$ cat src/rtl/uart_rx.sv
// UART 8N1 receiver with first-word-fall-through receive buffer and sticky error flags.
// Define UART_RX_FIFO_EN for a FIFO_DEPTH-entry FIFO; otherwise a single holding register is used.
module uart_rx #(
    parameter int unsigned CLKS_PER_BIT = 50,
    parameter int unsigned FIFO_DEPTH   = 16
) (
    input  logic       clk,
    input  logic       reset,
    input  logic       rx,
    input  logic       rd_en,
    input  logic       clr_err,
    output logic [7:0] rd_data,
    output logic       rd_valid,
`ifdef UART_RX_FIFO_EN
    output logic [$clog2(FIFO_DEPTH):0] count,
`else
    output logic [0:0] count,
`endif
    output logic       frame_err,
    output logic       overrun
);

    localparam int unsigned CW      = (CLKS_PER_BIT > 2) ? $clog2(CLKS_PER_BIT) : 1;
    localparam int unsigned FULL_M1 = CLKS_PER_BIT - 1;
    localparam int unsigned HALF_M1 = (CLKS_PER_BIT / 2) - 1;

    if ((FIFO_DEPTH < 2) || ((FIFO_DEPTH & (FIFO_DEPTH - 1)) != 0)) begin : g_bad_depth
        $error("uart_rx: FIFO_DEPTH must be a power of two and at least 2");
    end

    typedef enum logic [1:0] {S_IDLE, S_START, S_DATA, S_STOP} state_e;

    state_e        state_q, state_d;
    logic [CW-1:0] cnt_q, cnt_d;
    logic [2:0]    bit_q, bit_d;
    logic [7:0]    shift_q, shift_d;
    logic          rx_meta_q, rxs_q;
    logic          push, frame_set, drop;
    logic          frame_err_q, frame_err_d, overrun_q, overrun_d;

    always_ff @(posedge clk or negedge reset) begin
        if (!reset) begin
            rx_meta_q <= 1'b1;
            rxs_q     <= 1'b1;
        end else begin
            rx_meta_q <= rx;
            rxs_q     <= rx_meta_q;
        end
    end

    always_ff @(posedge clk or negedge reset) begin
        if (!reset) begin
            state_q     <= S_IDLE;
            cnt_q       <= '0;
            bit_q       <= '0;
            shift_q     <= '0;
            frame_err_q <= 1'b0;
            overrun_q   <= 1'b0;
        end else begin
            state_q     <= state_d;
            cnt_q       <= cnt_d;
            bit_q       <= bit_d;
            shift_q     <= shift_d;
            frame_err_q <= frame_err_d;
            overrun_q   <= overrun_d;
        end
    end

    // Stop sample returns straight to IDLE so a start bit right behind it is not missed.
    always_comb begin
        state_d   = state_q;
        cnt_d     = cnt_q;
        bit_d     = bit_q;
        shift_d   = shift_q;
        push      = 1'b0;
        frame_set = 1'b0;
        case (state_q)
            S_IDLE: begin
                if (!rxs_q) begin
                    state_d = S_START;
                    cnt_d   = '0;
                    bit_d   = '0;
                end
            end
            S_START: begin
                if (cnt_q == CW'(HALF_M1)) begin
                    cnt_d   = '0;
                    state_d = rxs_q ? S_IDLE : S_DATA;
                end else begin
                    cnt_d = cnt_q + 1'b1;
                end
            end
            S_DATA: begin
                if (cnt_q == CW'(FULL_M1)) begin
                    cnt_d   = '0;
                    shift_d = {rxs_q, shift_q[7:1]};
                    bit_d   = bit_q + 3'd1;
                    if (bit_q == 3'd7) state_d = S_STOP;
                end else begin
                    cnt_d = cnt_q + 1'b1;
                end
            end
            S_STOP: begin
                if (cnt_q == CW'(FULL_M1)) begin
                    cnt_d     = '0;
                    state_d   = S_IDLE;
                    push      = rxs_q;
                    frame_set = !rxs_q;
                end else begin
                    cnt_d = cnt_q + 1'b1;
                end
            end
            default: state_d = S_IDLE;
        endcase
    end

    // Setting a flag takes priority over a clear arriving in the same cycle.
    always_comb begin
        frame_err_d = frame_set | (frame_err_q & ~clr_err);
        overrun_d   = drop | (overrun_q & ~clr_err);
    end

    assign frame_err = frame_err_q;
    assign overrun   = overrun_q;

`ifdef UART_RX_FIFO_EN
    localparam int unsigned AW = $clog2(FIFO_DEPTH);

    logic [7:0]    mem_q [FIFO_DEPTH];
    logic [AW-1:0] wr_ptr_q, rd_ptr_q;
    logic [AW:0]   count_q, count_d;
    logic          empty, full, do_pop, do_push;

    assign empty   = (count_q == '0);
    assign full    = (count_q == (AW + 1)'(FIFO_DEPTH));
    assign do_pop  = rd_en && !empty;
    assign do_push = push && (!full || do_pop);
    assign drop    = push && full && !do_pop;

    always_comb begin
        count_d = count_q;
        case ({do_push, do_pop})
            2'b10:   count_d = count_q + 1'b1;
            2'b01:   count_d = count_q - 1'b1;
            default: count_d = count_q;
        endcase
    end

    always_ff @(posedge clk) begin
        if (do_push) mem_q[wr_ptr_q] <= shift_q;
    end

    always_ff @(posedge clk or negedge reset) begin
        if (!reset) begin
            wr_ptr_q <= '0;
            rd_ptr_q <= '0;
            count_q  <= '0;
        end else begin
            if (do_push) wr_ptr_q <= wr_ptr_q + 1'b1;
            if (do_pop)  rd_ptr_q <= rd_ptr_q + 1'b1;
            count_q <= count_d;
        end
    end

    assign rd_valid = !empty;
    assign rd_data  = empty ? '0 : mem_q[rd_ptr_q];
    assign count    = count_q;
`else
    logic [7:0] hold_q;
    logic       full_q, full_d;
    logic       do_pop, do_push;

    assign do_pop  = rd_en && full_q;
    assign do_push = push && (!full_q || do_pop);
    assign drop    = push && full_q && !do_pop;

    always_comb begin
        full_d = full_q;
        if (do_push)     full_d = 1'b1;
        else if (do_pop) full_d = 1'b0;
    end

    always_ff @(posedge clk or negedge reset) begin
        if (!reset) begin
            hold_q <= '0;
            full_q <= 1'b0;
        end else begin
            if (do_push) hold_q <= shift_q;
            full_q <= full_d;
        end
    end

    assign rd_valid = full_q;
    assign rd_data  = full_q ? hold_q : '0;
    assign count    = full_q;
`endif

endmodule

$ cat config.mk
export PLATFORM = sky130hd
export DESIGN_NAME = uart_rx
export DESIGN_NICKNAME = d
export VERILOG_FILES = /design/src/rtl/uart_rx.sv
export SDC_FILE = /design/constraint.sdc
export NUM_CORES = 1
export LEC_CHECK = 0
export ABC_AREA = 1
export CORE_AREA = 2 2 61 63
export DETAILED_ROUTE_END_ITERATION = 10
export DIE_AREA = 0 0 63 65
export DONT_BUFFER_PORTS = 1
export PLACE_DENSITY_LB_ADDON = 0.2
export SLEW_MARGIN = 15
export SYNTH_ARGS = -nofsm -noshare
export SYNTH_HDL_FRONTEND = slang
export SYNTH_SLANG_ARGS = --single-unit
$ cat constraint.sdc
create_clock -name clk -period 3.15 [get_ports clk]
set_input_delay 0.4725 -clock clk [delete_from_list [all_inputs] [get_ports clk]]
set_output_delay 0.4725 -clock clk [all_outputs]
set_load 0.02 [all_outputs]
## After elaboration in Yosys (flattened, before gate mapping)

Index checks and enable logic that the tools add are counted.

| storage, ports and cells | value |
|---|---|
| logic and storage cells | 64 |
| output and inout port bits | 12 |
| register bits | 32 |
| input bits | 5 |

| cells by class | value |
|---|---|
| bitwise operators | 5 |
| $add $sub $neg | 2 |
| mux-type cells | 21 |
| reductions and logical operators | 15 |
| eq/ne operators | 11 |

Operators with widths:

| kind | number |
|---|---|
| $mux 6 | 3 |
| $pmux 6 s3 | 1 |
| $mux 2 | 6 |
| $ne 2x2->1 const B | 5 |
| $mux 8 | 1 |
| $pmux 2 s4 | 1 |
| $add 6x1->6 const B | 1 |
| $eq 6x5->1 const B | 1 |
| $eq 6x6->1 const B | 1 |
| $mux 1 | 6 |
| $mux 3 | 2 |
| $pmux 3 s2 | 1 |
| $reduce_and 5->1 | 1 |
| $eq 2x2->1 const B | 2 |
| $logic_and 1x1->1 | 4 |
| $reduce_bool 2->1 | 2 |
| $add 3x1->3 const B | 1 |
| $eq 3x3->1 const B | 1 |
| $logic_not 1->1 | 3 |
| $reduce_and 3->1 | 1 |
| $and 1x1->1 | 2 |
| $eq 2x1->1 const B | 1 |
| $logic_not 2->1 | 1 |
| $or 1x1->1 | 2 |
| 4 further kinds | 4 |

## Logic depth before layout (Yosys ltp)

Gate-level depths: netlist (run 1).

| depth | value |
|---|---|
| depth in word-level cells | 6 |
| gate-level depth with buffers | 10 |
| depth with buffers taken out | 10 |

## Worst setup path after synthesis (run 1)

OpenSTA, ideal clock, no wires.

| timing path | value |
|---|---|
| path type | reg-to-reg |
| from | register cnt_q[1] |
| to | register hold_q[0] |
| arrival time | 1.313 ns |
| setup time | 0.118 ns |
| required time | 3.032 ns |
| stages on the path, launching flop included | 10 |
| path slack | 1.719 ns |
| cells stage by stage | dfrtp_1 inv_1 ha_1 nand2_1 nor2_2 nand2_2 nor3_4 nand2_4 nand2_1 nand2_1 |

| on the way | value |
|---|---|
| cells in the longest elaborated chain, start to end | 4 |

Ends and longest elaborated chain:

| element | line | RTL |
|---|---|---|
| start, declared | 34 | `logic [CW-1:0] cnt_q, cnt_d;` |
| start signal, assigned | 61 | `cnt_q <= cnt_d;` |
| $eq 6x6->1 | 104 | `if (cnt_q == CW'(FULL_M1)) begin` |
| $mux 1 | 104 |  |
| $mux 1 | 77 | `case (state_q)` |
| $logic_and 1x1->1 | 174 | `assign do_push = push && (!full_q \|\| do_pop);` |
| end signal, assigned | 188 | `if (do_push) hold_q <= shift_q;` |
| end, declared | 169 | `logic [7:0] hold_q;` |

Every way passes these cells.
A chain may end at the register's enable or synchronous reset.

## Worst setup path in the final report (run 1)

| timing path | value |
|---|---|
| from | register full_q (netlist: count) |
| to | output rd_data[2] |

| on the way | value |
|---|---|
| cells in the longest elaborated chain, start to end | 1 |

Ends and longest elaborated chain:

| element | line | RTL |
|---|---|---|
| start, declared | 170 | `logic full_q, full_d;` |
| start signal, assigned | 189 | `full_q <= full_d;` |
| $mux 8 | 194 | `assign rd_data = full_q ? hold_q : '0;` |
| end, declared | 12 | `output logic [7:0] rd_data,` |

Every way passes these cells.

==> run summary, run 1 <==
DIE WIDTH = 63 um
CTS H-tree lvls = 2
Final net count = 195
Cell area after synthesis = 1510 um^2
Worst Hold Class = primary input to register
First-pass GRT wire length = 4830 um
Mapped Cells = 180
FF+latch count, synth = 32
Initial antenna violation count = 0
Area Growth Syn to Fin = 10.8%
Critical R2R Launch = cnt_q[1]$_DFFE_PN0P_
Power per Cell Area = 624 nW/um^2
Share of layout cells above drive strength 1 = 0.102
# rows = 22
Max Clock Freq = 534 MHz
Clock Skew = 13.3 ps
Synth async-reset ratio = 1.00
Wire length per cell = 11.2 um
CP max FO = 12
Clock latency on the worst-skew pair = 330 ps
Final Hold Viols = 0
Post-synthesis area per instance = 8.37 um^2
LEAKAGE = 0.917 nW
Synth warnings = 0
Post-synthesis sequential area ratio = 0.533
Die Area = 4100 um^2
Total power = 1.04 mW
TNS Setup = 0 ps
Max clock buf depth = 2
Reg2reg setup slack = 1530 ps
Routed Antenna Nets = 0
Most common flop cell mapped by yosys = dfrtp_1
Reg2reg end = hold_q[5]$_DFFE_PN0P_
Vias = 1114
Hold_buf cts = 2
Worst-path clk slew = 100 ps
I/O Pins = 17
Total gr overflow = 0
Hold depth = 0
TritonCTS clock tree = done
ANT cells = 0
Total GRT Usage = 0.155
Pins Over Slew Limit = 0
Gpl congestion = 0.824
Die Y = 65 um
Setup bufs post-CTS = 0
Clk sinks = 32
Min Hold Slack = 138 ps
Unique masters post-synth = 22
Initial Util = 0.431
Commonest cells post-synth = nand2_1 (67), dfrtp_1 (30), inv_1 (23)
Least-Margin Pin Slew = 645 ps
Synth area leaders = dfrtp_1 (50%), nand2_1 (17%), inv_1 (5.7%), nand3_1 (5.3%), ha_1 (4.2%)
Area of the core = 3500 um^2
CTS root buf = clkbuf_4
Router iterations before antenna repair = 4
Hold Path Origin = rx
Worst Setup End Kind = primary output
Vias in the first global route = 1100
WL final = 2630 um
Slew margin rel. = 0.570
1st-iter DRT viols = 89
CP Launch Type = register
Post-route DRC = 0
Max-cap violations = 0
Yosys top cell area share = 0.498
HPWL Detailed = 1860 um
Num CTS Buffers = 5
Max VDD drop = 0.000302 V
Post-synth EDFFs = 0
I/O Buffers = 0
Dominant cell type by area after synthesis = dfrtp_1
R2R depth = 9
WHS Endpoint = rx_meta_q$_DFF_PN1_
Setup violators final = 0
Largest net degree at the start of global routing = 33
Unrepaired setup endpoints after global routing = no
Synth Net Count = 190
CTS-repair resized insts = 0
CP Class = register to primary output
WP data required = 2680 ps
Period Utilization, post-route = 0.594
Fillers = 345
Crit path arrival time = 1400 ps
Min Clock Period, post-route = 1870 ps
Top-count cell post-synth = nand2_1
Status = finished clean
Via density = 4.76
[cell type report]
class	instances	area, um^2	share of cell area
sequential	32	803	0.481
multi-input combinational	118	583	0.349
inverter	26	97.6	0.0585
clock buffer	7	65.1	0.0390
tap	48	60.1	0.0360
clock inverter	1	30.0	0.0180
timing repair buffer	2	30.0	0.0180
[layer usage]
layer  share of wire  vias up  track usage  wire length [um]
met2            0.45       27        0.245              1170
met3           0.053        6       0.0538               140
met4           0.021        0       0.0750                56
met1            0.48      516        0.190              1260
li1                -      565            -                 -
met5               0        -            0                 0
[power by group]
part	leakage, nW	internal (mW)	switching (mW)
combinational	0.432	0.0692	0.132
sequential	0.433	0.447	0.0428
clock	0.0515	0.211	0.139
[worst max-delay path by stage]
stage          depth (start not counted)                 start                     to
2_1_floorplan                          9  cnt_q[1]$_DFFE_PN0P_  hold_q[0]$_DFFE_PN0P_
3_3_place_gp                           9  cnt_q[1]$_DFFE_PN0P_  hold_q[4]$_DFFE_PN0P_
3_5_place_dp                           9  cnt_q[1]$_DFFE_PN0P_  hold_q[5]$_DFFE_PN0P_
4_1_cts                                2     count$_DFFE_PN0P_             rd_data[2]
5_1_grt                                2     count$_DFFE_PN0P_             rd_data[2]
6_report                               2     count$_DFFE_PN0P_             rd_data[2]
[cell usage in the layout, fill, tap and decap left out, types with 2 or more instances in the layout]
master / n
inv_2: 3
clkbuf_8: 2
inv_1: 23
nand2_1: 67
nor2_1: 5
dfrtp_1: 30
o21ai_1: 3
xor2_1: 3
o21ai_0: 8
ha_1: 5
clkbuf_4: 5
nand3_1: 16
dfstp_2: 2
o22ai_1: 3
[cell families after synthesis]
logic type	count (synthesis)	share of synthesized area
DFF	32	0.533
and+or+nand+nor	95	0.273
buffers and inverters	30	0.0797
AOI/OAI and AO/OA	14	0.0490
xor gates and xnor gates	4	0.0233
adders and majority gates	5	0.0415
[worst max-delay path, cell delays in order, from the launching register on]
cell	delay, ps
dfrtp_1	770
nand2_1	110
inv_1	180
[stage by stage]
stage / std cells / utilization / area [um^2] / setup slack, ps
3_3_place_gp: 224 / 0.442 / 1540 / 1550
2_1_floorplan: 180 / - / 1510 / 1720
4_1_cts: 234 / 0.477 / 1670 / 1240
6_report: 234 / 0.477 / 1670 / 1280
3_5_place_dp: 224 / 0.442 / 1540 / 1510
5_1_grt: 234 / 0.477 / 1670 / 1130
[sequential cells by signal (all words and copies together) (netlist names), named ones only]
| signal | count |
|---|---|
| state_q | 1 |
| cnt_q | 6 |
| shift_q | 8 |
| overrun | 1 |
| frame_err | 1 |
| rxs_q | 1 |
| bit_q | 3 |
| count | 1 |
| rx_meta_q | 1 |
| hold_q | 8 |
Note: power is estimated with default switching activity, not from simulation.
==> run 2, diff against run 1 <==
- clock period: 3.15 -> 1.7 ns (I/O delays scaled with it)
==> run 2 against run 1 <==
Effect of this change:
- critical path type is now register to register
- clock-buffer cell count unchanged
- clock power is 86% higher
- sequential cell count stayed put
- highest routed layer unchanged
- core utilization increased by 2.0 points
- combinational power grew 110%
- largest power group unchanged
- final cell count grew 2.6%
- sequential share of layout area is 1.9 points lower
- cell area grew 4.2%
- global-route usage grew 0.32 points
==> run summary, run 2 (synthesized netlist as in run 1, its figures left out) <==
Initial Util = 0.431
Combinational power share = 0.214
Max clock buf depth = 2
Min Clock Period, post-route = 1550 ps
Pint = 1.36 mW
Power per Cell Area = 1130 nW/um^2
Total gr overflow = 0
Worst Hold Class = primary input to register
Gpl congestion = 0.782
Most frequent cells in the layout = nand2_1 (67), dfrtp_1 (30), inv_1 (23)
First-pass GRT wire length = 4940 um
Post-route DRC = 0
Hold depth = 1
CP Class = register to register
I/O Pins = 17
Sw frac = 0.305
HPWL Detailed = 1950 um
CP Launch Type = register
WHS Endpoint = overrun$_DFF_PN0_
Die Y = 65 um
Routed Antenna Nets = 0
Vias in the first global route = 1124
Clock Skew = 13.3 ps
Hold Path Origin = clr_err
Area Growth Syn to Fin = 15.4%
Pins Over Slew Limit = 0
Commonest non-fill, non-tap cell in the layout = nand2_1
Largest net degree at the start of global routing = 33
TritonCTS clock tree = done
Critical R2R Launch = cnt_q[1]$_DFFE_PN0P_
CTS root buf = clkbuf_4
1st-iter DRT viols = 84
Router iterations before antenna repair = 4
Clock latency on the worst-skew pair = 340 ps
Total power = 1.96 mW
Status = finished clean
Vias = 1126
Slew margin rel. = 0.739
Least-Margin Pin Slew = 390 ps
Max-cap violations = 0
ANT cells = 0
Reg2reg setup slack = 150 ps
Worst Setup End Kind = register
WP data required = 1930 ps
Clk sinks = 32
Period Utilization, post-route = 0.909
Switching Power = 598 uW
Final net count = 201
CTS H-tree lvls = 2
Share of layout cells above drive strength 1 = 0.120
Crit path arrival time = 1770 ps
TNS Setup = 0 ps
Final Cell Area = 1740 um^2
Area of the core = 3500 um^2
Final core utilization = 0.497
DIE WIDTH = 63 um
Final Hold Viols = 0
Num CTS Buffers = 5
Placed cell area = 1560 um^2
WL final = 2740 um
Die Area = 4100 um^2
Final Non-Filler Cells = 240
Sequential fraction of design power = 0.454
Setup violators final = 0
Max VDD drop = 0.000556 V
Max Clock Freq = 647 MHz
Via density = 4.69
Wire length per cell = 11.4 um
CP max FO = 9
I/O Buffers = 0
Top Registers = hold_q x8, shift_q x8, cnt_q x6
Initial antenna violation count = 0
# rows = 22
R2R depth = 10
Reg2reg end = hold_q[0]$_DFFE_PN0P_
LEAKAGE = 0.950 nW
Worst-path clk slew = 90 ps
Placed Cells = 226
Clock power share = 0.332
Total GRT Usage = 0.158
run 2: cell types whose count changed in the layout (fill, tap and decap cells not counted):
cell / previous run / this run
buf_12: 1 / 2
buf_4: 0 / 3
dlygate4sd3_1: 1 / 3
nand3_2: 1 / 0
nand3_4: 0 / 1
run 2: worst max path at each step:
stage	startpoint	to	slack, ps
floorplan	cnt_q[1]$_DFFE_PN0P_	hold_q[0]$_DFFE_PN0P_	270
global placement	cnt_q[1]$_DFFE_PN0P_	hold_q[7]$_DFFE_PN0P_	90
detailed placement	cnt_q[1]$_DFFE_PN0P_	hold_q[6]$_DFFE_PN0P_	20
CTS	cnt_q[1]$_DFFE_PN0P_	hold_q[6]$_DFFE_PN0P_	7
global route	cnt_q[1]$_DFFE_PN0P_	hold_q[5]$_DFFE_PN0P_	-10
finish	cnt_q[1]$_DFFE_PN0P_	hold_q[0]$_DFFE_PN0P_	150
run 2: per-stage QoR:
stage | worst slack (ps) | hold WS [ps]
6_report | 155 | 20.4
5_1_grt | -12.6 | 4.02
4_1_cts | 7.34 | 3.58
3_5_place_dp | 15.8 | -39.9
3_3_place_gp | 88.8 | -40.0
2_1_floorplan | 269 | -40.6
run 2: worst max-delay path, cell delays in order (launching register included):
cell,delay (ps)
dfrtp_1,410
inv_1,100
ha_1,150
nand2_1,60
nor2_2,90
nand2_2,90
nor3_4,200
buf_12,150
nand2_4,80
nand2_1,90
nand2_1,40
run 2: power by group through the flow:
| stage | clock network, mW | logic [mW] | registers [mW] |
|---|---|---|---|
| floorplan | 0 | 0.313 | 0.887 |
| global placement | 0 | 0.373 | 0.898 |
| detailed placement | 0 | 0.387 | 0.905 |
| CTS | 0.671 | 0.416 | 0.889 |
| global route | 0.707 | 0.480 | 0.900 |
| finish | 0.650 | 0.420 | 0.890 |
run 2: routing by layer:
layer / up-vias / track usage / share of wire
met5: - / 0 / 0
met4: 0 / 0.0667 / 0.019
met3: 5 / 0.0521 / 0.042
met2: 21 / 0.269 / 0.46
met1: 523 / 0.183 / 0.48
li1: 577 / - / -
run 2: final cells by class:
class | instances | area (um^2)
clock buffers | 7 | 65.1
well taps | 48 | 60.1
repair buffers | 8 | 92.6
multi-input cells | 118 | 591
inverters | 26 | 97.6
flip-flops and latches | 32 | 803
fillers | 343 | 1760
clock inverters | 1 | 30.0
run 2: timing repair:
action                                  in CTS  in global routing
hold buffers                                 4                  0
setup buffers                                0                  2
endpoints found under the setup margin       0                 18
hold endpoints to repair                    34                  0
gates resized for setup                      0                  1
==> run 3, diff against run 2 <==
==> constraint.sdc (replaced) <==
create_clock -name clk -period 1.7 [get_ports clk]
set_input_delay 0.51 -clock clk [delete_from_list [all_inputs] [get_ports clk]]
set_output_delay 0.51 -clock clk [all_outputs]
set_load 0.02 [all_outputs]
==> run 3 against run 2 <==
Effect of this change:
- worst setup slack worse by 10 ps
- cell area down 1.7%
- die area unchanged
- fmax down 0.66%
- global-route usage down 0.48 points
- worst hold slack better by 150 ps
- sequential cell count unchanged
- core utilization down 0.82 points
- largest cell class unchanged
- largest power group unchanged
- highest routed layer unchanged
==> run summary, run 3 (synthesized netlist as in run 1, its figures left out) <==
Status = finished clean
I/O Pins = 17
WL final = 2620 um
Max Clock Freq = 643 MHz
Area Growth Syn to Fin = 13.5%
Most frequent cells in the layout = nand2_1 (67), dfrtp_1 (29), inv_1 (23)
Via density = 4.70
Gpl congestion = 0.822
PnR worst setup slack = 144 ps
TNS Setup = 0 ps
DIE WIDTH = 63 um
CP Class = register to primary output
Routed Antenna Nets = 0
Unrepaired setup endpoints after global routing = no
Commonest non-fill, non-tap cell in the layout = nand2_1
Dpl ws = 46.2 ps
Final Hold Viols = 0
1st-iter DRT viols = 68
Die Y = 65 um
Area of the core = 3500 um^2
Min Clock Period, post-route = 1560 ps
WP data required = 1190 ps
Initial Util = 0.431
I/O Buffers = 0
Worst-path clk slew = 110 ps
First-pass GRT wire length = 4750 um
Vias = 1127
Initial antenna violation count = 0
Share of layout cells above drive strength 1 = 0.135
Least-Margin Pin Slew = 370 ps
Pins Over Slew Limit = 0
Max clock buf depth = 2
ANT cells = 0
Setup violators final = 0
Total GRT Usage = 0.153
Max-cap violations = 0
CP max FO = 11
Largest net degree at the start of global routing = 33
CTS root buf = clkbuf_4
Wire length per cell = 10.9 um
Clk sinks = 32
LEAKAGE = 0.936 nW
Die Area = 4100 um^2
Clock Skew = 10.0 ps
Clock latency on the worst-skew pair = 340 ps
Post-route DRC = 0
CP Launch Type = register
TritonCTS clock tree = done
Crit path arrival time = 1050 ps
Slew margin rel. = 0.753
Top Registers = hold_q x8, shift_q x8, cnt_q x6
Final net count = 201
Vias in the first global route = 1124
CTS H-tree lvls = 2
# rows = 22
Total power = 1.89 mW
Worst Setup End Kind = primary output
Total gr overflow = 0
Worst Hold Class = primary input to register
Router iterations before antenna repair = 4
Max VDD drop = 0.000537 V
HPWL Detailed = 1840 um
Power per Cell Area = 1110 nW/um^2
Num CTS Buffers = 5
Period Utilization, post-route = 0.915
run 3: changes by cell type in the layout (fill, tap and decap cells not counted), sizes merged:
cell,delta
clkinvlp,+1
clkinv,+1
buf,+2
clkbuf,-2
dlygate4sd3,-2
run 3: power breakdown:
group          switching, mW  internal [mW]  total [mW]
Clock                  0.266          0.306       0.573
Sequential            0.0810          0.827       0.908
Combinational          0.257          0.153       0.410
Total                  0.604           1.29        1.89
run 3: layout make-up:
class / instances / area (um^2)
Fill cell: 347 / 1790
Sequential cell: 32 / 805
Multi-Input combinational cell: 118 / 591
Inverter: 26 / 100
Timing Repair Buffer: 8 / 75.1
Tap cell: 48 / 60.1
Clock inverter: 3 / 42.5
Clock buffer: 5 / 37.5
run 3: worst max-delay path, cell delays in order, from the launching register on:
cell and delay (ps):
dfrtp_2 480, nand2_1 70, inv_1 160
run 3: worst paths after layout:
check                                startpoint               endpoint  slack (ps)  cells after the start
max reg2reg                cnt_q[1]$_DFFE_PN0P_      overrun$_DFF_PN0_         150                      9
min                                          rx    rx_meta_q$_DFF_PN1_         170                      0
min reg2reg                 rx_meta_q$_DFF_PN1_        rxs_q$_DFF_PN1_         360                      0
max                           count$_DFFE_PN0P_             rd_data[4]         140                      2
max in group asynchronous                 reset        rxs_q$_DFF_PN1_         840                      2
min in group asynchronous                 reset  hold_q[1]$_DFFE_PN0P_         610                      2
run 3: per-stage QoR:
step                      utilization  hold slack, ps  instances  area [um^2]
final                           0.489             168        240         1710
after global placement          0.444             215        225         1550
after CTS                       0.475             151        235         1660
after global routing            0.489             143        240         1710
after detailed placement        0.444             215        225         1550
after floorplan                     -             214        180         1510
run 3: layer usage:
layer | global-route usage | up-vias | part of all wire
li1 | - | 580 | -
met1 | 0.184 | 520 | 0.48
met2 | 0.246 | 21 | 0.45
met3 | 0.0556 | 6 | 0.053
met4 | 0.0722 | 0 | 0.019
met5 | 0 | - | 0
run 3: timing repair:
action	in CTS	in global routing
hold buffers	2	0
buffers inserted	0	5
hold endpoints to repair	32	0
gates resized for setup	0	4
setup endpoints to repair	0	33
